$ cat src/rtl/sort_three_floats_seq.sv
// sort_three_floats_seq: sorts three FP64 operands with one time-shared comparator (3-pass bubble).
// Optional SORT_SEQ_EARLY_ERR_EN: a NaN compare jumps straight to DONE.
package sort_three_floats_seq_pkg;
  localparam int FLEN = 64;
endpackage

module f_less_or_equal
  import sort_three_floats_seq_pkg::*;
(
  input  logic [FLEN-1:0] a,
  input  logic [FLEN-1:0] b,
  output logic            res,
  output logic            err
);
  logic a_nan, b_nan, both_zero;
  always_comb begin
    a_nan = &a[62:52] && |a[51:0];
    b_nan = &b[62:52] && |b[51:0];
    both_zero = ~|{a[62:0], b[62:0]};
    err = a_nan | b_nan;
    // NaN reports "in order" so that no swap happens on an unordered compare
    res = err ? 1'b1 :
          both_zero ? 1'b1 :
          (a[63] != b[63]) ? a[63] :
          a[63] ? (a[62:0] >= b[62:0]) : (a[62:0] <= b[62:0]);
  end
endmodule

module sort_three_floats_seq
  import sort_three_floats_seq_pkg::*;
(
  input  logic                  clk,
  input  logic                  rst,
  input  logic                  up_valid,
  output logic                  up_ready,
  input  logic [0:2][FLEN-1:0]  unsorted,
  output logic                  down_valid,
  input  logic                  down_ready,
  output logic [0:2][FLEN-1:0]  sorted,
  output logic                  err
);
  typedef enum logic [2:0] {IDLE, CMP01, CMP12, CMP01B, DONE} state_t;
  state_t state, state_next;
  logic [0:2][FLEN-1:0] w;
  logic [FLEN-1:0] a, b;
  logic err_r, le, le_err, cmp, abort, swap;

  f_less_or_equal u_cmp (.a(a), .b(b), .res(le), .err(le_err));

  always_comb begin
    cmp = (state == CMP01) || (state == CMP12) || (state == CMP01B);
    a = (state == CMP12) ? w[1] : w[0];
    b = (state == CMP12) ? w[2] : w[1];
`ifdef SORT_SEQ_EARLY_ERR_EN
    abort = cmp && le_err;
`else
    abort = 1'b0;
`endif
    swap = cmp && !le && !abort;
    state_next = (state == IDLE)   ? (up_valid ? CMP01 : IDLE) :
                 (state == CMP01)  ? (abort ? DONE : CMP12) :
                 (state == CMP12)  ? (abort ? DONE : CMP01B) :
                 (state == CMP01B) ? DONE :
                 (down_ready ? IDLE : DONE);
    up_ready = state == IDLE;
    down_valid = state == DONE;
    sorted = w;
    err = err_r;
  end

  always_ff @(posedge clk or negedge rst) begin
    if (!rst) begin
      state <= IDLE;
      w <= '0;
      err_r <= 1'b0;
    end else begin
      state <= state_next;
      if (up_ready && up_valid) begin
        w <= unsorted;
        err_r <= 1'b0;
      end else if (cmp) begin
        err_r <= err_r | le_err;
        if (swap && state == CMP12) begin
          w[1] <= w[2];
          w[2] <= w[1];
        end else if (swap) begin
          w[0] <= w[1];
          w[1] <= w[0];
        end
      end
    end
  end
endmodule

$ cat config.mk
export PLATFORM = sky130hd
export DESIGN_NAME = sort_three_floats_seq
export DESIGN_NICKNAME = d
export VERILOG_FILES = /design/src/rtl/sort_three_floats_seq.sv
export SDC_FILE = /design/constraint.sdc
export NUM_CORES = 1
export LEC_CHECK = 0
export ABC_AREA = 1
export CAP_MARGIN = 20
export CORE_AREA = 2 2 161 163
export DETAILED_ROUTE_END_ITERATION = 10
export DIE_AREA = 0 0 163 165
export DONT_BUFFER_PORTS = 1
export GPL_ROUTABILITY_DRIVEN = 0
export PLACE_DENSITY_LB_ADDON = 0.15
export SYNTH_ARGS = -nofsm -noshare
export SYNTH_HDL_FRONTEND = slang
export SYNTH_SLANG_ARGS = --single-unit
$ cat constraint.sdc
create_clock -name clk -period 4.8 [get_ports clk]
set_clock_uncertainty 0.15 [all_clocks]
set_input_delay 0.24 -clock clk [delete_from_list [all_inputs] [get_ports clk]]
set_output_delay 0.24 -clock clk [all_outputs]
set_load 0.01 [all_outputs]
After elaboration in Yosys (flattened, before gate mapping) --
Index checks and enable logic that the tools add are counted.
Word-level totals: flip-flop bits (word level) 196, input bits 196, word-level logic and storage cells 56
Operators by class: $lt $le $gt $ge 2, equality and inequality tests 6, muxes and demuxes 20, bitwise gates (word level) 2, reductions and logical operators 21
Operators with widths (number):
- 192-bit two-way mux | 2
- 64-bit two-way mux | 5
- 128-bit two-way mux | 1
- 126-bit OR reduction | 1
- 52-bit OR reduction | 2
- 63-bit greater-or-equal comparator | 1
- 63-bit <= comparator | 1
- 11-bit AND reduction | 2
- 3-bit two-way mux | 5
- 1-bit two-way mux | 7
- 3-bit by 2-bit == test with 1-bit output, second input constant | 2
- 2-bit nonzero test | 3
- 1-bit logical AND | 5
- 2-bit AND reduction | 2
- 3-bit by 1-bit == test with 1-bit output, second input constant | 1
- 3-bit == test, second input constant | 1
- 3-bit logical NOT | 1
- 3-bit AND reduction | 1
- 3-bit nonzero test | 1
- 1-bit logical OR | 2
- 2-bit inequality test, second input constant | 1
- 1-bit bitwise OR | 2
- 1-bit logical NOT | 1
- 1-bit inequality test | 1

Depth between registers and ports, before layout --
Gate-level depths: netlist (run 1).
word-level depth 13, depth in mapped cells 30, mapped depth without buffers 26

By module --
From an unflattened synthesis (run 1), not the netlist that was laid out.
Second synthesis, totals: cell total of the unflattened synthesis 2016, area, all modules 13863.3 um^2
Modules (own cells, without submodules):
- sort_three_floats_seq | cells an instance 1572, area an instance 11442.2 um^2, seq. area each 4904.7 um^2, instances 1
- f_less_or_equal | cells an instance 444, area an instance 2421.1 um^2, seq. area each 0.0 um^2, instances 1

Least setup slack after synthesis (run 1) --
Ideal clock, no wire load.
path type flip-flop to flip-flop, start point register state[0], end point register w (netlist bit sorted[102]), setup time 116 ps, setup slack 1326 ps, cell stages (with the launch flop) 24, path buffers 4, data required time 4534 ps, arrival 3208 ps, path through dfrtp_1 inv_2 nand3_2 buf_4 buf_2 o21ai_0 inv_1 ha_1 nand2_1 nor2_1 nand4_1 nor2_1 and2_1 nand2_1 nand3b_1 nand2_1 nor2_4 nand3_2 buf_2 buf_2 nand2_1 nand3_1 nand2_1 nand2_1
Between the ends: longest elaborated chain between the ends 13, elaborated cells between the ends (all ways) 33
RTL lines:
- start: declaration | line 43 | state_t state, state_next;
- start signal: assignment | line 77 | state <= state_next;
- 3-bit by 2-bit == test with 1-bit output
- 64-bit two-way mux (on tied branches) | line 52, 53
- 63-bit <= comparator / 63-bit greater-or-equal comparator (equally long branches) | line 25 | a[63] ? (a[62:0] >= b[62:0]) : (a[62:0] <= b[62:0]);
- 1-bit two-way mux | line 25
- 1-bit two-way mux | line 24 | (a[63] != b[63]) ? a[63] :
- 1-bit two-way mux | line 23 | both_zero ? 1'b1 :
- 1-bit two-way mux | line 22 | res = err ? 1'b1 :
- 1-bit logical NOT | line 59 | swap = cmp && !le && !abort;
- 1-bit logical AND | line 59
- 1-bit logical AND | line 83 | if (swap && state == CMP12) begin
- 64-bit two-way mux | line 83
- 192-bit two-way mux | line 81 | end else if (cmp) begin
- 192-bit two-way mux | line 78 | if (up_ready && up_valid) begin
- end signal: assignment | line 79 | w <= unsorted;
- end: declaration | line 44 | logic [0:2][FLEN-1:0] w;
Parallel ways exist; a longest one is shown, timed or not. The select of a mux whose other input is x is not followed. A chain may end at the register's enable or synchronous reset.

Worst setup path in the final report (run 1) --
start point register state[2], end point register w (netlist bit sorted[65])
Same word-level chain as after synthesis.

==> results of run 1 <==
[repair_timing]
item                                    in CTS  in global routing
hold endpoints to repair                   389                196
setup buffers                                0                  0
gates resized for setup                      0                  7
endpoints found under the setup margin       0                174
[worst max path at each step]
stage | to | slack [ps] | cells after the start
3_3_place_gp | sorted[82] | 370 | 28
3_5_place_dp | sorted[19] | 250 | 23
4_1_cts | sorted[19] | 190 | 23
5_1_grt | sorted[90] | 20 | 26
6_report | sorted[65] | 290 | 27
2_1_floorplan | sorted[102] | 1330 | 23
[through the flow]
stage / cell area, um^2 / utilization [%] / worst slack [ps] / total power (uW) / hold WS (ps)
floorplan: 14610 / - / 1326 / 11100 / -205.6
global placement: 14800 / 59.13 / 374.3 / 13580 / -199.7
detailed placement: 14800 / 59.13 / 249.1 / 13950 / -199.4
CTS: 17290 / 69.07 / 185.1 / 15600 / -672.0
global route: 17370 / 69.38 / 16.67 / 17460 / -681.9
finish: 17370 / 69.38 / 289.7 / 15940 / -667.2
[per-layer routing]
metal	vias up	part of all wire [%]	global-route usage (%)
met5	-	0	0
met4	0	3.0	13.60
met3	132	8.4	7.459
met2	889	49	65.29
met1	7751	40	47.04
li1	7751	-	-
[logic make-up (layout without fill, tap and decap cells)]
| group | Yosys count | after routing | share of synthesized area, % |
|---|---|---|---|
| adder cells (fa/ha/maj) | 63 | 63 | 5.394 |
| AO/OA/AOI/OAI | 170 | 170 | 6.147 |
| flip-flops | 196 | 196 | 33.56 |
| buffers and inverters | 358 | 477 | 9.880 |
| AND/OR/NAND/NOR | 1593 | 1593 | 45.02 |
[Yosys cell counts]
cell and instances:
a21o_1 3, a21oi_1 43, a21oi_2 1, and2_1 1, buf_1 9, buf_2 53, buf_4 5, buf_6 2
clkbuf_1 69, dfrtp_1 196, ha_1 63, inv_1 204, inv_2 16, nand2_1 902, nand2_2 3, nand3_1 294
nand3_2 2, nand3b_1 3, nand4_1 70, nor2_1 307, nor2_2 2, nor2_4 1, nor3_1 8, o211ai_1 1
o21a_1 13, o21ai_0 84, o21ai_1 24, o22ai_1 1
[sequential cells by signal, indices dropped and copies added, names as in the netlist]
name	cells
err	1
sorted	192
state	3
[layout make-up]
class	instances	share of cell area [%]
Tap cell	330	2.377
Sequential cell	196	28.24
Clock buffer	19	2.550
Clock inverter	12	0.6555
Multi-Input combinational cell	1826	47.87
Timing Repair Buffer	226	13.49
Inverter	220	4.819
[power by group through the flow]
| stage | clock network, uW | registers [uW] | logic, uW |
|---|---|---|---|
| 6_report | 1450 | 4020 | 10500 |
| 2_1_floorplan | 0 | 3530 | 7570 |
| 5_1_grt | 1520 | 4100 | 11800 |
| 3_3_place_gp | 0 | 3980 | 9590 |
| 3_5_place_dp | 0 | 4000 | 9950 |
| 4_1_cts | 1450 | 3970 | 10200 |
==> results.yml, run 1 <==
run_status:
  status: "complete, but fails checks"
  violations: "hold timing"
worst_setup_path:
  critPathCaptureType: "flop"
  cpMostUsedCell: "nand2_1"
  path_buf_inv: 7
  crit_arrival_ps: 4740
  slowest_delay_ps: 500
  required_ps: 5030
  r2r-end: "sorted[65]"
  r2r_start: "state[2]"
  crit_fanout: 52
  worstSetupStartpoint: "state[2]"
  crit_type: "reg2reg"
  start_kind: "flop"
  cpLargestDelayFamily: "simple AND/OR/NAND/NOR gates"
  crit_slowest_cell: "o21ai_0"
  r2r_slack_ps: 290
  r2r_cells: 27
floorplan:
  core_area_mm2: 0.02504
  start_util_pct: 58.37
  chipWidth_um: 163
  io_pins: 391
  die_h_um: 165
  dieArea_mm2: 0.02690
  row_count: 58
yosys:
  synth_top_area_share_pct: 33.56
  seq_area_frac_synth_pct: 33.56
  yosys.area.top_type: "dfrtp_1"
  syn_nets: 2639
  syn_area_mm2: 0.01461
  synth_area_leaders: "dfrtp_1 34%, nand2_1 23%, nand3_1 10%, nor2_1 7.9%, ha_1 5.4%"
  avgSynthCellArea_um2: 6.140
  ys_ff_latch: 196
  syn_inst: 2380
  ys_types: 28
  yosysWarnings: 0
worst_hold_path:
  hold_path.class: "in2async"
sta:
  hold_viol: 196
  min_period_over_period_pct: 93.96
  setup_violations: 0
  max-slew-margin-rel_pct: 29.12
  hold_ws_ps: -667.2
  report.final.slew_viol_count: 0
  setup_tns_ps: 0
  min_period_ps: 4510
  rsz0062_at_grt: "no"
  fmax_mhz: 221.7
  worstMarginPinSlew_ps: 1063
clock_tree:
  cts-htree-levels: 4
  cts_buffer_depth: 2
  cts_tree: "built"
  numCtsBuffers: 17
  clkTransAtPathRegs_ps: 80
  clock_latency_ps: 450
  clockRootBuffer: "clkbuf_16"
  ctsHoldBuffers: 193
  clock-sinks: 196
layout:
  final_net_count: 2746
  nFillCells: 2148
  multi_input_area_mm2: 0.008314
  stdcell_count: 2829
  final_common_cell: "nand2_1"
  regArea_mm2: 0.004905
  layout_common_cells: "901 x nand2_1, 307 x nor2_1, 294 x nand3_1"
  n_antenna_cell: 0
  area_delta_synth_final_pct: 18.85
  drive_above_1_share_pct: 3.601
routing:
  wirelength_mm: 51.31
  drc: 0
  drt-initial-drc-count: 1537
  wl_per_cell_um: 18.14
  via_per_inst: 5.841
  vias: 16520
  dr.pass1.iters: 8
  ant_nets: 0
grt:
  grt-ovfl-total: 0
  grt_pass1_vias: 16190
  grt_max_degree: 197
  antenna_found_initial: 0
  track_usage_pct: 37.78
  grt_pass1_wl_mm: 81.56
pwr:
  powerDensity_mw_per_mm2: 917.8
  intPower_uw: 6600
  switching_share_pct: 58.60
  seq_power_share_pct: 25.2
  peakVddDrop_v: 0.0008315
  pwr-share-comb_pct: 65.7
  power_switching_uw: 9341
  clockPowerShare_pct: 9.1
  p_leak_uw: 0.009353
run:
  drv_cap: 0
place:
  dpl.hpwl_mm: 33.13
  placedCellCount: 2603
  port_buffers: 0
Power figures use the tool's default switching activity.
==> run 2: changes to the inputs <==
==> constraint.sdc (replaced) <==
create_clock -name clk -period 4.8 [get_ports clk]
set_clock_uncertainty 0.15 [all_clocks]
set_input_delay 0.72 -clock clk [delete_from_list [all_inputs] [get_ports clk]]
set_output_delay 0.72 -clock clk [all_outputs]
set_load 0.01 [all_outputs]
==> run 2 against run 1 <==
The flow still finishes with violations (hold timing); count of clock-buffer cells in the layout decreased by 1; sequential share of layout area increased by 3.4 points; via count decreased by 6.9%; critical path type unchanged; critical endpoint is now sorted[154]; largest cell class unchanged.
==> results.yml, run 2 (same netlist as run 1, synthesis figures left out) <==
sta:
  hold_ws_ps: -195.4
  hold_viol: 196
  fmax_mhz: 225.4
  min_period_ps: 4437
  report.final.slew_viol_count: 0
  max-slew-margin-rel_pct: 31.81
  setup_violations: 0
  worstMarginPinSlew_ps: 1023
  min_period_over_period_pct: 92.43
grt:
  track_usage_pct: 35.16
  grt_max_degree: 197
  antenna_found_initial: 1
  grt_pass1_vias: 14500
  grt_pass1_wl_mm: 75.38
  grt-ovfl-total: 0
routing:
  dr.pass1.iters: 6
  via_per_inst: 5.835
  drc: 0
  drt-initial-drc-count: 1675
  vias: 15380
  wirelength_mm: 47.64
  wl_per_cell_um: 18.07
  ant_nets: 0
floorplan:
  io_pins: 391
  start_util_pct: 58.37
  chipWidth_um: 163
  core_area_mm2: 0.02504
  row_count: 58
  die_h_um: 165
  dieArea_mm2: 0.02690
clock_tree:
  clockRootBuffer: "clkbuf_16"
  clock_latency_ps: 460
  cts_setup_buffers: 0
  cts_buffer_depth: 2
  numCtsBuffers: 17
  cts_tree: "built"
  cts-htree-levels: 4
  clkTransAtPathRegs_ps: 90
  clock-sinks: 196
layout:
  layout_common_cells: "901 x nand2_1, 307 x nor2_1, 294 x nand3_1"
  final_common_cell: "nand2_1"
  area_delta_synth_final_pct: 5.924
  drive_above_1_share_pct: 3.946
  nFillCells: 2404
  stdcell_count: 2636
  final_net_count: 2552
  n_antenna_cell: 0
  largest_register_ffs: 192
worst_setup_path:
  crit_arrival_ps: 4670
  start_kind: "flop"
  path_buf_inv: 6
  crit_type: "reg2reg"
  required_ps: 5030
  critPathCaptureType: "flop"
  crit_chain: "inv_2 -> nand3_4 -> buf_12 -> buf_12 -> o21ai_0 -> inv_1 -> ha_1 -> nand2_1 -> nor2_1 -> nand4_1 -> nor2_1 -> and2_1 -> nand2_1 -> nand3b_1 -> nand2_1 -> nor2_4 -> nand3_4 -> clkbuf_8 -> nand2_4 -> buf_4 -> nor2_1 -> a21oi_1"
  worstSetupStartpoint: "state[2]"
  crit_slowest_cell: "dfrtp_1"
  slowest_delay_ps: 430
  r2r_start: "state[2]"
  cpLargestDelayFamily: "simple AND/OR/NAND/NOR gates"
  crit_fanout: 89
run:
  drv_cap: 0
run_status:
  violations: "hold timing"
  status: "complete, but fails checks"
place:
  dpl.hpwl_mm: 33.24
  placedCellCount: 2604
  port_buffers: 0
worst_hold_path:
  hold_path.class: "in2async"
[run 2: changes by cell type in the layout (fill, tap and decap cells not counted), sizes merged]
cell and delta:
dlygate4sd3 -193, bufinv +2, clkbuf -2, inv +2
clkinv -1, clkinvlp -1
[run 2: through the flow]
| stage | setup WS (ps) | util (%) | hold WS (ps) | cell area (um^2) | TNS, ps |
|---|---|---|---|---|---|
| after global placement | 379.6 | 59.13 | 280.4 | 14800 | 0 |
| final | 363.2 | 61.83 | -195.4 | 15480 | 0 |
| after floorplan | 1326 | - | 274.4 | 14610 | 0 |
| after detailed placement | 268.9 | 59.21 | 280.6 | 14820 | 0 |
| after global routing | -8.628 | 61.83 | -211.3 | 15480 | -15.22 |
| after CTS | 239.0 | 61.78 | -201.1 | 15470 | 0 |
[run 2: final cells by class]
class,count,area [um^2],area share [%]
Inverter,220,837.1,5.407
Clock inverter,14,205.2,1.326
Clock buffer,18,439.2,2.837
Tap cell,330,412.9,2.667
Sequential cell,196,4905,31.68
Timing Repair Buffer,32,375.4,2.425
Multi-Input combinational cell,1826,8305,53.65
[run 2: worst paths after layout]
| kind | slack, ps | cells past startpoint | end |
|---|---|---|---|
| max | 360 | 22 | sorted[154] |
| min | -200 | 0 | sorted[22] |
| max reg2reg | 360 | 22 | sorted[154] |
| min reg2reg | 420 | 2 | state[2] |
| max in group asynchronous | 4420 | 0 | sorted[182] |
| min in group clk | 230 | 1 | state[2] |
[run 2: metal layers]
layer	up-vias	global-route usage, %	routed length [um]
li1	7349	-	-
met1	7180	44.71	19240
met2	756	59.03	22830
met3	95	7.785	4385
met4	2	12.59	1173
met5	-	0	13
[run 2: repair_timing]
item	4_1_cts	5_1_grt
endpoints found under the hold margin	196	196
setup endpoints to repair	0	88
gates resized for setup	0	4
Power of run 2 is left out: the tool's default activity adds up to more than one toggle a clock period on the data nets, which glitch-free logic cannot reach.
